===== src/rtl/id_ex_stage.sv =====
// id_ex_stage: ID/EX pipeline register with load-use hazard detection,
// wrong-path flush, register-file write-through and performance counters.
//
// Ports
//   clk, rst          single clock, synchronous active-high reset
//   hold              global freeze: every register and counter keeps its value
//   ex_flush          taken branch/jump in EX; the ID instruction is wrong-path
//   id_*              decoded instruction presented by the ID stage
//   wb_*              register-file write happening this cycle
//   ex_*              registered EX-stage instruction (to forwarding unit / ALU)
//   stall_front       combinational; freezes PC and IF/ID on a load-use hazard
//   bubble_cnt        bubbles inserted for load-use hazards (wraps)
//   flush_cnt         valid ID instructions squashed by ex_flush (wraps)
module id_ex_stage #(
  parameter int CTRL_W = 12
) (
  input  logic              clk,
  input  logic              rst,
  input  logic              hold,
  input  logic              ex_flush,
  input  logic              id_valid,
  input  logic [31:0]       id_pc,
  input  logic [31:0]       id_imm,
  input  logic [CTRL_W-1:0] id_ctrl,
  input  logic [4:0]        id_rs1_idx,
  input  logic [4:0]        id_rs2_idx,
  input  logic [4:0]        id_rd_idx,
  input  logic [31:0]       id_rs1_data,
  input  logic [31:0]       id_rs2_data,
  input  logic              wb_regwrite,
  input  logic [4:0]        wb_rd_idx,
  input  logic [31:0]       wb_data,
  output logic              ex_valid,
  output logic [31:0]       ex_pc,
  output logic [31:0]       ex_imm,
  output logic [CTRL_W-1:0] ex_ctrl,
  output logic [4:0]        ex_rs1_idx,
  output logic [4:0]        ex_rs2_idx,
  output logic [4:0]        ex_rd_idx,
  output logic [31:0]       ex_rs1_data,
  output logic [31:0]       ex_rs2_data,
  output logic              stall_front,
  output logic [31:0]       bubble_cnt,
  output logic [31:0]       flush_cnt
);

  typedef struct packed {
    logic              valid;
    logic [31:0]       pc;
    logic [31:0]       imm;
    logic [CTRL_W-1:0] ctrl;
    logic [4:0]        rs1_idx;
    logic [4:0]        rs2_idx;
    logic [4:0]        rd_idx;
    logic [31:0]       rs1_data;
    logic [31:0]       rs2_data;
  } ex_t;

  ex_t         ex_q;
  ex_t         cap;
  logic        load_use;
  logic [31:0] bubble_q;
  logic [31:0] flush_q;

  // A load in EX whose destination the ID instruction reads: its data is not
  // available until MEM, so one bubble is needed. x0 never creates a hazard.
  assign load_use = ex_q.valid && ex_q.ctrl[1] && (ex_q.rd_idx != 5'd0) &&
                    id_valid && ((id_rs1_idx == ex_q.rd_idx) ||
                                 (id_rs2_idx == ex_q.rd_idx));

  // A flush squashes the ID instruction anyway, so holding it would be wrong.
  assign stall_front = load_use && !ex_flush && !rst;

  // Capture image. The register file is read in ID before this cycle's WB
  // write lands, so the WB value is forwarded here.
  always_comb begin
    cap          = '0;
    cap.valid    = id_valid;
    cap.pc       = id_pc;
    cap.imm      = id_imm;
    cap.ctrl     = id_ctrl;
    cap.ctrl[0]  = id_ctrl[0] && id_valid && (id_rd_idx != 5'd0);
    cap.rs1_idx  = id_rs1_idx;
    cap.rs2_idx  = id_rs2_idx;
    cap.rd_idx   = id_rd_idx;
    cap.rs1_data = (wb_regwrite && (wb_rd_idx != 5'd0) && (wb_rd_idx == id_rs1_idx))
                   ? wb_data : id_rs1_data;
    cap.rs2_data = (wb_regwrite && (wb_rd_idx != 5'd0) && (wb_rd_idx == id_rs2_idx))
                   ? wb_data : id_rs2_data;
  end

  always_ff @(posedge clk) begin
    if (rst) begin
      ex_q     <= '0;
      bubble_q <= '0;
      flush_q  <= '0;
    end else if (hold) begin
      ex_q     <= ex_q;
    end else if (ex_flush) begin
      ex_q     <= '0;
      if (id_valid) flush_q <= flush_q + 32'd1;
    end else if (load_use) begin
      ex_q     <= '0;
      bubble_q <= bubble_q + 32'd1;
    end else begin
      ex_q     <= cap;
    end
  end

  assign ex_valid    = ex_q.valid;
  assign ex_pc       = ex_q.pc;
  assign ex_imm      = ex_q.imm;
  assign ex_ctrl     = ex_q.ctrl;
  assign ex_rs1_idx  = ex_q.rs1_idx;
  assign ex_rs2_idx  = ex_q.rs2_idx;
  assign ex_rd_idx   = ex_q.rd_idx;
  assign ex_rs1_data = ex_q.rs1_data;
  assign ex_rs2_data = ex_q.rs2_data;
  assign bubble_cnt  = bubble_q;
  assign flush_cnt   = flush_q;

endmodule


===== config.mk =====
export PLATFORM = sky130hd
export DESIGN_NAME = id_ex_stage
export DESIGN_NICKNAME = d
export VERILOG_FILES = /design/src/rtl/id_ex_stage.sv
export SDC_FILE = /design/constraint.sdc
export NUM_CORES = 1
export LEC_CHECK = 0
export ABC_AREA = 1
export CORE_AREA = 2 2 162 164
export DETAILED_ROUTE_END_ITERATION = 8
export DIE_AREA = 0 0 164 166
export GPL_ROUTABILITY_DRIVEN = 0
export PLACE_DENSITY = 0.74
export SYNTH_ARGS = -nofsm -noshare
export SYNTH_HDL_FRONTEND = slang
export SYNTH_SLANG_ARGS = --single-unit

===== constraint.sdc =====
create_clock -name clk -period 4.9 [get_ports clk]
set_input_delay 0.49 -clock clk [delete_from_list [all_inputs] [get_ports clk]]
set_output_delay 0.49 -clock clk [all_outputs]
set_load 0.03 [all_outputs]

==> reports/qor.yml, run 1 <==
run_status:
  status: "completed"
layout:
  layout-drive-gt1-share_pct: 5.94
  nNetsFinal: 2136
  design_area_um2: 15800
  final_cells: 2289
  final.fill_count: 2302
  fin_util_pct: 61.7
  area_growth_pct: 47.0
setup_path:
  r2r-start: "ex_rd_idx[0]$_SDFFE_PP0N_"
  end_kind: "output pin"
  worst-path-max-fanout: 55
  r2r_setup_slack_ps: 2000
  crit_arrival_ps: 2910
  criticalPathCategory: "primary input to output pin"
  cp-start-kind: "primary input"
  r2r-end: "ex_rs1_idx[1]$_SDFFE_PP0N_"
  cp_data_required_time_ps: 4410
  reg2reg_depth: 9
routing:
  num_vias: 11874
  via_per_inst: 5.19
  wl_per_cell_um: 16.6
  first_pass_iters: 7
  ant_nets: 0
  first_iter_violations: 872
  drc: 0
  wl_um: 38000
cts:
  cts_resized: 0
  clock_sinks: 220
  ctsRootBufferMaster: "clkbuf_16"
  clockBufferDepth: 3
  clock_latency_ps: 510
  clk_pin_slew_ps: 50
  h-tree-depth: 1
  cts_tree: "done"
  cts_buffers: 25
  cts_setup_buffers: 0
  ctsHoldBuffers: 0
yosys:
  netlist_area_um2: 10800
  synthCells: 1580
  ys_ff_latch: 220
  yosys_warnings: 0
  postSynthAreaPerCell_um2: 6.80
  synth_seq_area_share_pct: 41.0
  synthArstFlopShare_pct: 0
  synth_nets: 1780
  synth_ff_type: "dfxtp_1"
  ys_types: 33
  synth_edf_count: 0
global_routing:
  groute.layer.met1.usage_pct: 33.2
  top_usage_layer: "met2"
  grt_pass1_wl_um: 59300
  grt_max_degree: 104
  grt_pass1_vias: 11144
  antenna_found_initial: 2
  track_usage_pct: 26.6
  met3_usage_pct: 6.44
  met2_usage_pct: 44.6
  overflow: 0
timing:
  hold_viol: 0
  hold_slack_ps: 460
  fmax_mhz: 294
  min_period_ps: 3400
  fin_skew_ps: 7.22
  grt_setup_unrepaired: "no"
  setup-tns-final_ps: 0
  setup_viol: 0
  min_period_over_period_pct: 69.3
  relSlewSlack_pct: 15.3
  max_slew.worst_pin.slew_ps: 1270
  slew_violations: 0
place:
  port_buffers: 418
  postPlaceCellArea_um2: 14900
  dp_cells: 2244
  dp_hpwl_um: 26100
run:
  cap_violations: 0
floorplanning:
  dieHeight_um: 166
  floorplan.initialDensity_pct: 42.0
  die_w_um: 164
  ios: 419
  core-area_um2: 25600
  num_rows: 59
  dieArea_um2: 27200
min_path:
  whs_endpoint: "flush_cnt[15]$_SDFFE_PP0P_"
  hold_path_depth: 2
  worstHoldStart: "rst"
  hold_class: "primary input to flop"
pwr:
  p_leak_nw: 5.78
  power_density_nw_per_um2: 285
  worst_ir_drop_vdd_v: 0.000261
[Yosys cell counts (2+ instances only)]
cell type    n  area share (%)
a21oi_1    182             8.5
a21oi_2     22             1.8
a31oi_1      4            0.23
buf_1        7            0.24
buf_12       2            0.37
buf_2       33             1.5
buf_6       12             1.3
clkbuf_1    46             1.6
dfxtp_1    220              41
ha_1         2            0.23
inv_1       61             2.1
inv_2        4            0.14
nand2_1    519              18
nand2_2     21             1.2
nand3_1    235              11
nand3_2      2            0.19
nand3b_1     8            0.56
nand4_1     23             1.3
nor2_1     101             3.5
nor2_2       5            0.29
nor3_1      16            0.74
nor3_2       3            0.28
o21ai_0     11            0.51
xnor2_1     16             1.3
xor2_1      17             1.4
[metrics by stage]
stage,power (mW),setup WS [ps]
final,4.51,1500
after global routing,4.67,1280
after CTS,4.55,1500
after detailed placement,2.52,1490
after global placement,2.51,1490
after floorplan,2.19,2560
[cell type report]
type                       instances  area [µm²]  share of cell area (%)
clock inverter                    12         188                    1.19
antenna                            1        2.50                  0.0158
clock buffer                      32         702                    4.44
tap                              335         419                    2.65
timing repair buffer             429        4270                    27.0
inverter                          67         254                    1.61
sequential                       220        4400                    27.9
multi-input combinational       1193        5570                    35.2
[worst max path at each step]
| stage | from | end | slack (ps) | depth (start not counted) |
|---|---|---|---|---|
| 2_1_floorplan | ex_rd_idx[3]$_SDFFE_PP0N_ | stall_front | 2560 | 10 |
| 3_3_place_gp | id_rs2_idx[0] | ex_ctrl[10]$_SDFFE_PP0N_ | 1490 | 11 |
| 3_5_place_dp | id_rs2_idx[0] | ex_rs2_data[27]$_SDFFE_PP0N_ | 1490 | 11 |
| 4_1_cts | id_rs2_idx[3] | stall_front | 1500 | 10 |
| 5_1_grt | ex_rd_idx[0]$_SDFFE_PP0N_ | stall_front | 1280 | 9 |
| 6_report | id_rs2_idx[3] | stall_front | 1500 | 10 |
[cell families after synthesis]
kind of cell,after synthesis,share of synthesized area [%]
simple gates,937,37.6
flops,220,41.0
fa+ha+maj,2,0.233
compound gates,221,11.1
xor+xnor,33,2.69
buf+inv,167,7.38
[worst max-delay path, stage by stage]
cell and delay (ps):
clkdlybuf4s50_1 550, inv_1 80, nand2_1 60, nand2_1 50, nor2_1 120, nand3_2 110, nand2_4 150, nand2_4 330
nor3_2 210, clkdlybuf4s50_1 690
[cell usage in the layout, fill, tap and decap left out, drive strengths merged]
cell           instances
dfxtp                220
clkbuf                32
buf                   13
o21bai                 1
clkinv                 7
nor2                 106
bufinv                 5
ha                     2
a21oi                204
nor3                  19
nand4                 23
a31oi                  4
nor4                   1
diode                  1
nand3b                 8
nor3b                  1
clkdlybuf4s50        416
nand2                541
xnor2                 16
inv                   66
nand3                238
o21ai                 12
clkinvlp               1
xor2                  17
[power by group]
part	internal, mW	leakage, nW	total [mW]	switching (mW)
logic	0.284	3.55	0.616	0.332
clock network	1.27	0.441	2.02	0.756
registers	1.84	1.79	1.87	0.0275
total	3.39	5.78	4.51	1.12
[sequential cells by signal (all words and copies together), names as in the netlist]
register,cells
ex_ctrl,12
flush_cnt,32
ex_rd_idx,5
ex_rs1_data,32
ex_valid,1
bubble_cnt,32
ex_pc,32
ex_rs2_data,32
ex_rs2_idx,5
ex_imm,32
ex_rs1_idx,5
[routing by layer]
layer | part of all wire [%] | vias up
met4 | 3.7 | 2
met5 | 0.034 | -
met1 | 41 | 5402
met2 | 47 | 503
met3 | 8.7 | 86
li1 | - | 5881
Note: power is estimated with default switching activity, not from simulation.
==> inputs of run 2 (changes only) <==
--- a/config.mk
+++ b/config.mk
@@ -6,11 +6,11 @@
 export NUM_CORES = 1
 export LEC_CHECK = 0
 export ABC_AREA = 1
-export CORE_AREA = 2 2 162 164
+export CORE_MARGIN = 2
+export CORE_UTILIZATION = 40
 export DETAILED_ROUTE_END_ITERATION = 8
-export DIE_AREA = 0 0 164 166
 export GPL_ROUTABILITY_DRIVEN = 0
-export PLACE_DENSITY = 0.74
+export PLACE_DENSITY = 0.73
 export SYNTH_ARGS = -nofsm -noshare
 export SYNTH_HDL_FRONTEND = slang
 export SYNTH_SLANG_ARGS = --single-unit
==> constraint.sdc (replaced) <==
create_clock -name clk -period 2.9 [get_ports clk]
set_input_delay 0.29 -clock clk [delete_from_list [all_inputs] [get_ports clk]]
set_output_delay 0.29 -clock clk [all_outputs]
set_load 0.03 [all_outputs]
==> run 2 against run 1 <==
Against the previous run:
- global-route usage fell by 0.78 points
- total power rose by 68%
- register-to-register slack got worse by 1200 ps
- core utilization fell by 1.8 points
- first-iteration DRC count rose by 11%
- die area rose by 3.6%
- critical path type is now flop to output pin
- critical path depth fell by 1
==> reports/qor.yml, run 2 (same netlist as run 1, synthesis figures left out) <==
run_status:
  status: "completed"  # unchanged
run:
  cap_violations: 0  # unchanged
cts:
  ctsHoldBuffers: 0  # unchanged
  cts_setup_buffers: 0  # unchanged
  ctsRootBufferMaster: "clkbuf_16"  # unchanged
  cts_resized: 0  # unchanged
  cts_tree: "done"  # unchanged
  h-tree-depth: 1  # unchanged
  clock_latency_ps: 530  # was 510 ps
  clk_pin_slew_ps: 60  # was 50 ps
  clock_sinks: 220  # unchanged
  clockBufferDepth: 3  # unchanged
  cts_buffers: 26  # was 25
pwr:
  worst_ir_drop_vdd_v: 0.000410  # was 0.000261 V
  p_leak_nw: 5.85  # was 5.78 nW
  power_density_nw_per_um2: 475  # was 285 nW/µm²
  p_seq_share_pct: 41.7  # was 41.4%
  pwr-share-clk_pct: 44.5  # was 44.9%
  sw_frac_of_total_pct: 25.3  # was 24.8%
  comb_power_share_pct: 13.8  # was 13.7%
  p_sw_mw: 1.91  # was 1.12 mW
  intPower_mw: 5.66  # was 3.39 mW
floorplanning:
  dieArea_um2: 28200  # was 27,200 µm²
  ios: 419  # unchanged
  num_rows: 60  # was 59
  floorplan.initialDensity_pct: 40.3  # was 42.0%
  die_w_um: 168  # was 164 µm
  core-area_um2: 26700  # was 25,600 µm²
  dieHeight_um: 168  # was 166 µm
global_routing:
  antenna_found_initial: 8  # was 2
  overflow: 0  # unchanged
  met2_usage_pct: 42.3  # was 44.6%
  track_usage_pct: 25.8  # was 26.6%
  grt_max_degree: 157  # was 104
  groute.layer.met1.usage_pct: 32.3  # was 33.2%
  grt_pass1_vias: 11364  # was 11,144
  top_usage_layer: "met2"  # unchanged
  met3_usage_pct: 6.70  # was 6.44%
  grt_pass1_wl_um: 59600  # was 59,300 µm
routing:
  via_per_inst: 5.16  # was 5.19
  ant_nets: 0  # unchanged
  wl_per_cell_um: 16.5  # was 16.6 µm
  wl_um: 38200  # was 38,000 µm
  first_iter_violations: 967  # was 872
  num_vias: 11939  # was 11,874
  first_pass_iters: 5  # was 7
  drc: 0  # unchanged
timing:
  setup-tns-final_ps: 0  # unchanged
  setup_ws_ps: 554  # was 1500 ps
  setup_viol: 0  # unchanged
  relSlewSlack_pct: 49.1  # was 15.3%
  fin_skew_ps: 16.4  # was 7.22 ps
  hold_viol: 0  # unchanged
  slew_violations: 0  # unchanged
  fmax_mhz: 426
  grt_setup_unrepaired: "no"  # unchanged
  min_period_over_period_pct: 80.9
  max_slew.worst_pin.slew_ps: 764  # was 1270 ps
  min_period_ps: 2350
layout:
  nNetsFinal: 2146  # was 2,136
  layout_commonest_cell: "nand2_1"  # unchanged
  layout-drive-gt1-share_pct: 6.46  # was 5.94%
  layout_common_cells: "nand2_1, clkdlybuf4s50_1, nand3_1"  # unchanged
  area_growth_pct: 48.3  # was 47.0%
  design_area_um2: 15900  # was 15,800 µm²
  final_cells: 2313  # was 2,289
setup_path:
  worst-path-max-fanout: 9  # was 55
  end_kind: "output pin"  # unchanged
  cp-start-kind: "flop"  # was primary input
  criticalPathCategory: "flop to output pin"  # was primary input to output pin
  cp_data_required_time_ps: 2610  # was 4410 ps
  crit_arrival_ps: 2060  # was 2910 ps
place:
  dp_hpwl_um: 26800  # was 26,100 µm
  dp_cells: 2259  # was 2,244
  postPlaceCellArea_um2: 15000  # was 14,900 µm²
  pre_cts_slack_ps: 542  # was 1490 ps
  port_buffers: 418  # unchanged
min_path:
  hold_class: "primary input to flop"  # unchanged
==> run 2: worst paths after layout <==
| path | cells past startpoint | from | slack, ps | to |
|---|---|---|---|---|
| setup / recovery | 9 | ex_rd_idx[2]$_SDFFE_PP0N_ | 550 | stall_front |
| hold / removal | 2 | rst | 160 | bubble_cnt[22]$_SDFFE_PP0P_ |
| setup reg to reg | 9 | bubble_cnt[0]$_SDFFE_PP0P_ | 760 | bubble_cnt[26]$_SDFFE_PP0P_ |
| hold reg to reg | 2 | ex_rs2_data[2]$_SDFFE_PP0N_ | 460 | ex_rs2_data[2]$_SDFFE_PP0N_ |
==> run 2: per-layer routing <==
layer	routed length, µm	up-vias	part of all wire [%]
li1	-	5907	-
met4	1590	4	4.2
met3	3250	94	8.5
met2	17600	495	46
met5	25	-	0.065
met1	15800	5439	41
==> run 2: cell type report <==
| class | instances | area (µm²) |
|---|---|---|
| diodes | 7 | 17.5 |
| clock buffers | 35 | 746 |
| clock inverters | 12 | 141 |
| fillers | 2427 | 10700 |
| inverters | 67 | 254 |
| multi-input cells | 1193 | 5570 |
| flip-flops and latches | 220 | 4400 |
| well taps | 341 | 427 |
| repair buffers | 438 | 4390 |
==> run 2: power by group through the flow <==
stage / clock (mW) / sequential, mW / combinational (mW)
floorplan: 0 / 3.38 / 0.319
global placement: 0 / 3.22 / 1.04
detailed placement: 0 / 3.22 / 1.05
CTS: 3.44 / 3.16 / 1.05
global route: 3.57 / 3.16 / 1.12
finish: 3.37 / 3.16 / 1.05
==> run 2: per-stage QoR <==
| stage | power, mW | hold slack, ps | utilization (%) |
|---|---|---|---|
| 6_report | 7.57 | 164 | 59.8 |
| 5_1_grt | 7.86 | 164 | 59.8 |
| 4_1_cts | 7.64 | 145 | 59.8 |
| 3_5_place_dp | 4.27 | 454 | 56.4 |
| 3_3_place_gp | 4.26 | 446 | 56.4 |
| 2_1_floorplan | 3.70 | 450 | - |
==> run 2: worst max-delay path, stage by stage, from the launching register on <==
cell,delay (ps)
dfxtp_1,480
inv_2,70
nand2_1,60
nand2_1,50
nor2_1,130
nand3_2,120
nand2_4,160
nand2_4,90
nor3_2,200
buf_12,160
==> inputs of run 3 (changes only) <==
--- a/config.mk
+++ b/config.mk
@@ -6,11 +6,11 @@
 export NUM_CORES = 1
 export LEC_CHECK = 0
 export ABC_AREA = 1
-export CORE_MARGIN = 2
-export CORE_UTILIZATION = 40
+export CORE_AREA = 2 2 164 166
 export DETAILED_ROUTE_END_ITERATION = 8
+export DIE_AREA = 0 0 166 168
 export GPL_ROUTABILITY_DRIVEN = 0
-export PLACE_DENSITY = 0.73
+export PLACE_DENSITY = 0.72
 export SYNTH_ARGS = -nofsm -noshare
 export SYNTH_HDL_FRONTEND = slang
 export SYNTH_SLANG_ARGS = --single-unit
==> constraint.sdc (replaced) <==
create_clock -name clk -period 2.4 [get_ports clk]
set_input_delay 0.24 -clock clk [delete_from_list [all_inputs] [get_ports clk]]
set_output_delay 0.24 -clock clk [all_outputs]
set_load 0.03 [all_outputs]
==> run 3 against run 2 <==
Against the previous run:
- sequential cell count is the same
- sequential share of layout area decreased by 0.13 points
- critical path depth did not move
==> reports/qor.yml, run 3 (same netlist as run 1, synthesis figures left out) <==
run_status:
  status: "completed"  # unchanged
global_routing:
  grt_pass1_vias: 11578  # was 11,364
  track_usage_pct: 26.5  # was 25.8%
  overflow: 0  # unchanged
  antenna_found_initial: 3  # was 8
  grt_pass1_wl_um: 61300  # was 59,600 µm
  grt_max_degree: 157  # unchanged
pwr:
  power_density_nw_per_um2: 565  # was 475 nW/µm²
  p_seq_share_pct: 42.1  # was 41.7%
  comb_power_share_pct: 14.2  # was 13.8%
  worst_ir_drop_vdd_v: 0.000535  # was 0.000410 V
  pwr-share-clk_pct: 43.8  # was 44.5%
  intPower_mw: 6.76  # was 5.66 mW
  sw_frac_of_total_pct: 25.4  # was 25.3%
  p_leak_nw: 5.90  # was 5.85 nW
  p_sw_mw: 2.31  # was 1.91 mW
place:
  port_buffers: 418  # unchanged
  dp_hpwl_um: 26900  # was 26,800 µm
  dp_cells: 2267  # was 2,259
routing:
  first_pass_iters: 7  # was 5
  via_per_inst: 5.22  # was 5.16
  first_iter_violations: 946  # was 967
  num_vias: 12086  # was 11,939
  wl_per_cell_um: 16.7  # was 16.5 µm
  wl_um: 38700  # was 38,200 µm
  ant_nets: 0  # unchanged
  drc: 0  # unchanged
min_path:
  hold_class: "primary input to flop"  # unchanged
  whs_endpoint: "flush_cnt[17]$_SDFFE_PP0P_"  # was bubble_cnt[22]$_SDFFE_PP0P_
  hold_path_depth: 2  # unchanged
  worstHoldStart: "rst"  # unchanged
floorplanning:
  num_rows: 60  # unchanged
  floorplan.initialDensity_pct: 40.8  # was 40.3%
  dieHeight_um: 168  # about the same
  core-area_um2: 26400  # was 26,700 µm²
  ios: 419  # unchanged
  die_w_um: 166  # was 168 µm
  dieArea_um2: 27900  # was 28,200 µm²
cts:
  clock_latency_ps: 530  # about the same
  h-tree-depth: 1  # unchanged
  cts_tree: "done"  # unchanged
  ctsHoldBuffers: 0  # unchanged
  clk_pin_slew_ps: 60  # about the same
  ctsRootBufferMaster: "clkbuf_16"  # unchanged
  clock_sinks: 220  # unchanged
  cts_buffers: 25  # was 26
  clockBufferDepth: 3  # unchanged
setup_path:
  end_kind: "output pin"  # unchanged
  r2r-start: "bubble_cnt[1]$_SDFFE_PP0P_"  # was bubble_cnt[0]$_SDFFE_PP0P_
  cp-start-kind: "flop"  # unchanged
  r2r-end: "bubble_cnt[26]$_SDFFE_PP0P_"  # unchanged
  cp_data_required_time_ps: 2160  # was 2610 ps
  reg2reg_depth: 9  # unchanged
  worst-path-max-fanout: 9  # unchanged
  criticalPathCategory: "flop to output pin"  # unchanged
  r2r_setup_slack_ps: 360  # was 760 ps
  crit_arrival_ps: 1990  # was 2060 ps
layout:
  fin_util_pct: 60.9  # was 59.8%
  layout-drive-gt1-share_pct: 6.95  # was 6.46%
  nNetsFinal: 2153  # was 2,146
  area_growth_pct: 49.2  # was 48.3%
  final_cells: 2314  # was 2,313
  layout_common_cells: "nand2_1, clkdlybuf4s50_1, nand3_1"  # unchanged
  layout_commonest_cell: "nand2_1"  # unchanged
timing:
  setup-tns-final_ps: 0  # unchanged
  min_period_ps: 2230
  fin_skew_ps: 12.7  # was 16.4 ps
  relSlewSlack_pct: 53.1  # was 49.1%
  min_period_over_period_pct: 93.1
  setup_viol: 0  # unchanged
  hold_viol: 0  # unchanged
  max_slew.worst_pin.slew_ps: 704  # was 764 ps
  grt_setup_unrepaired: "no"  # unchanged
  fmax_mhz: 448
  slew_violations: 0  # unchanged
run:
  cap_violations: 0  # unchanged
run 3: cell count changes in the layout (fill, tap and decap cells not counted), sizes merged:
cell	before	now
bufinv	3	2
diode	7	2
clkinv	9	4
clkbuf	35	38
inv	66	67
buf	23	31
run 3: worst max path at each step:
stage | startpoint | end | depth (start not counted)
global route | ex_rd_idx[3]$_SDFFE_PP0N_ | stall_front | 9
CTS | ex_rd_idx[0]$_SDFFE_PP0N_ | stall_front | 9
finish | ex_rd_idx[3]$_SDFFE_PP0N_ | stall_front | 9
floorplan | ex_rd_idx[3]$_SDFFE_PP0N_ | stall_front | 10
detailed placement | id_valid | flush_cnt[20]$_SDFFE_PP0P_ | 9
global placement | id_valid | flush_cnt[20]$_SDFFE_PP0P_ | 9
run 3: final cells by class:
| cell class | count | area, µm² |
|---|---|---|
| multi-input combinational | 1193 | 5570 |
| clock buffer | 38 | 764 |
| fill | 2435 | 10300 |
| timing repair buffer | 446 | 4530 |
| clock inverter | 7 | 91.3 |
| inverter | 67 | 254 |
| tap | 341 | 427 |
| antenna | 2 | 5.00 |
| sequential | 220 | 4410 |
run 3: power groups by stage:
| stage | Clock, mW | Sequential [mW] | Combinational, mW |
|---|---|---|---|
| floorplan | 0 | 4.09 | 0.385 |
| global placement | 0 | 3.89 | 1.27 |
| detailed placement | 0 | 3.89 | 1.28 |
| CTS | 4.04 | 3.81 | 1.29 |
| global route | 4.19 | 3.82 | 1.37 |
| finish | 3.97 | 3.81 | 1.28 |
run 3: per-stage QoR:
stage	cell area [µm²]	worst slack, ps	power, mW	hold slack, ps
floorplan	10800	311	4.47	400
global placement	15200	202	5.16	445
detailed placement	15200	205	5.17	454
CTS	16000	51.3	9.13	37.5
global route	16000	7.11	9.38	47.3
finish	16000	166	9.06	42.9
run 3: routing by layer:
metal  up-vias  track usage [%]  share of wire [%]
met1      5573             33.5                 41
met4         2             10.5                4.2
met5         -                0              0.028
met2       502             44.4                 47
met3        98             5.71                7.6
li1       5911                -                  -
run 3: critical path, stage by stage (launching register included):
cell and delay [ps]:
dfxtp_1 390, inv_1 90, nand2_1 60, nand2_1 50, nor2_1 140, nand3_2 110
nand2_4 150, nand2_4 110, nor3_2 150, buf_4 200
run 3: timing repair:
item                       in CTS  in global routing
setup buffers                   0                  0
setup endpoints to repair       0                  1
resized for setup               0                  4
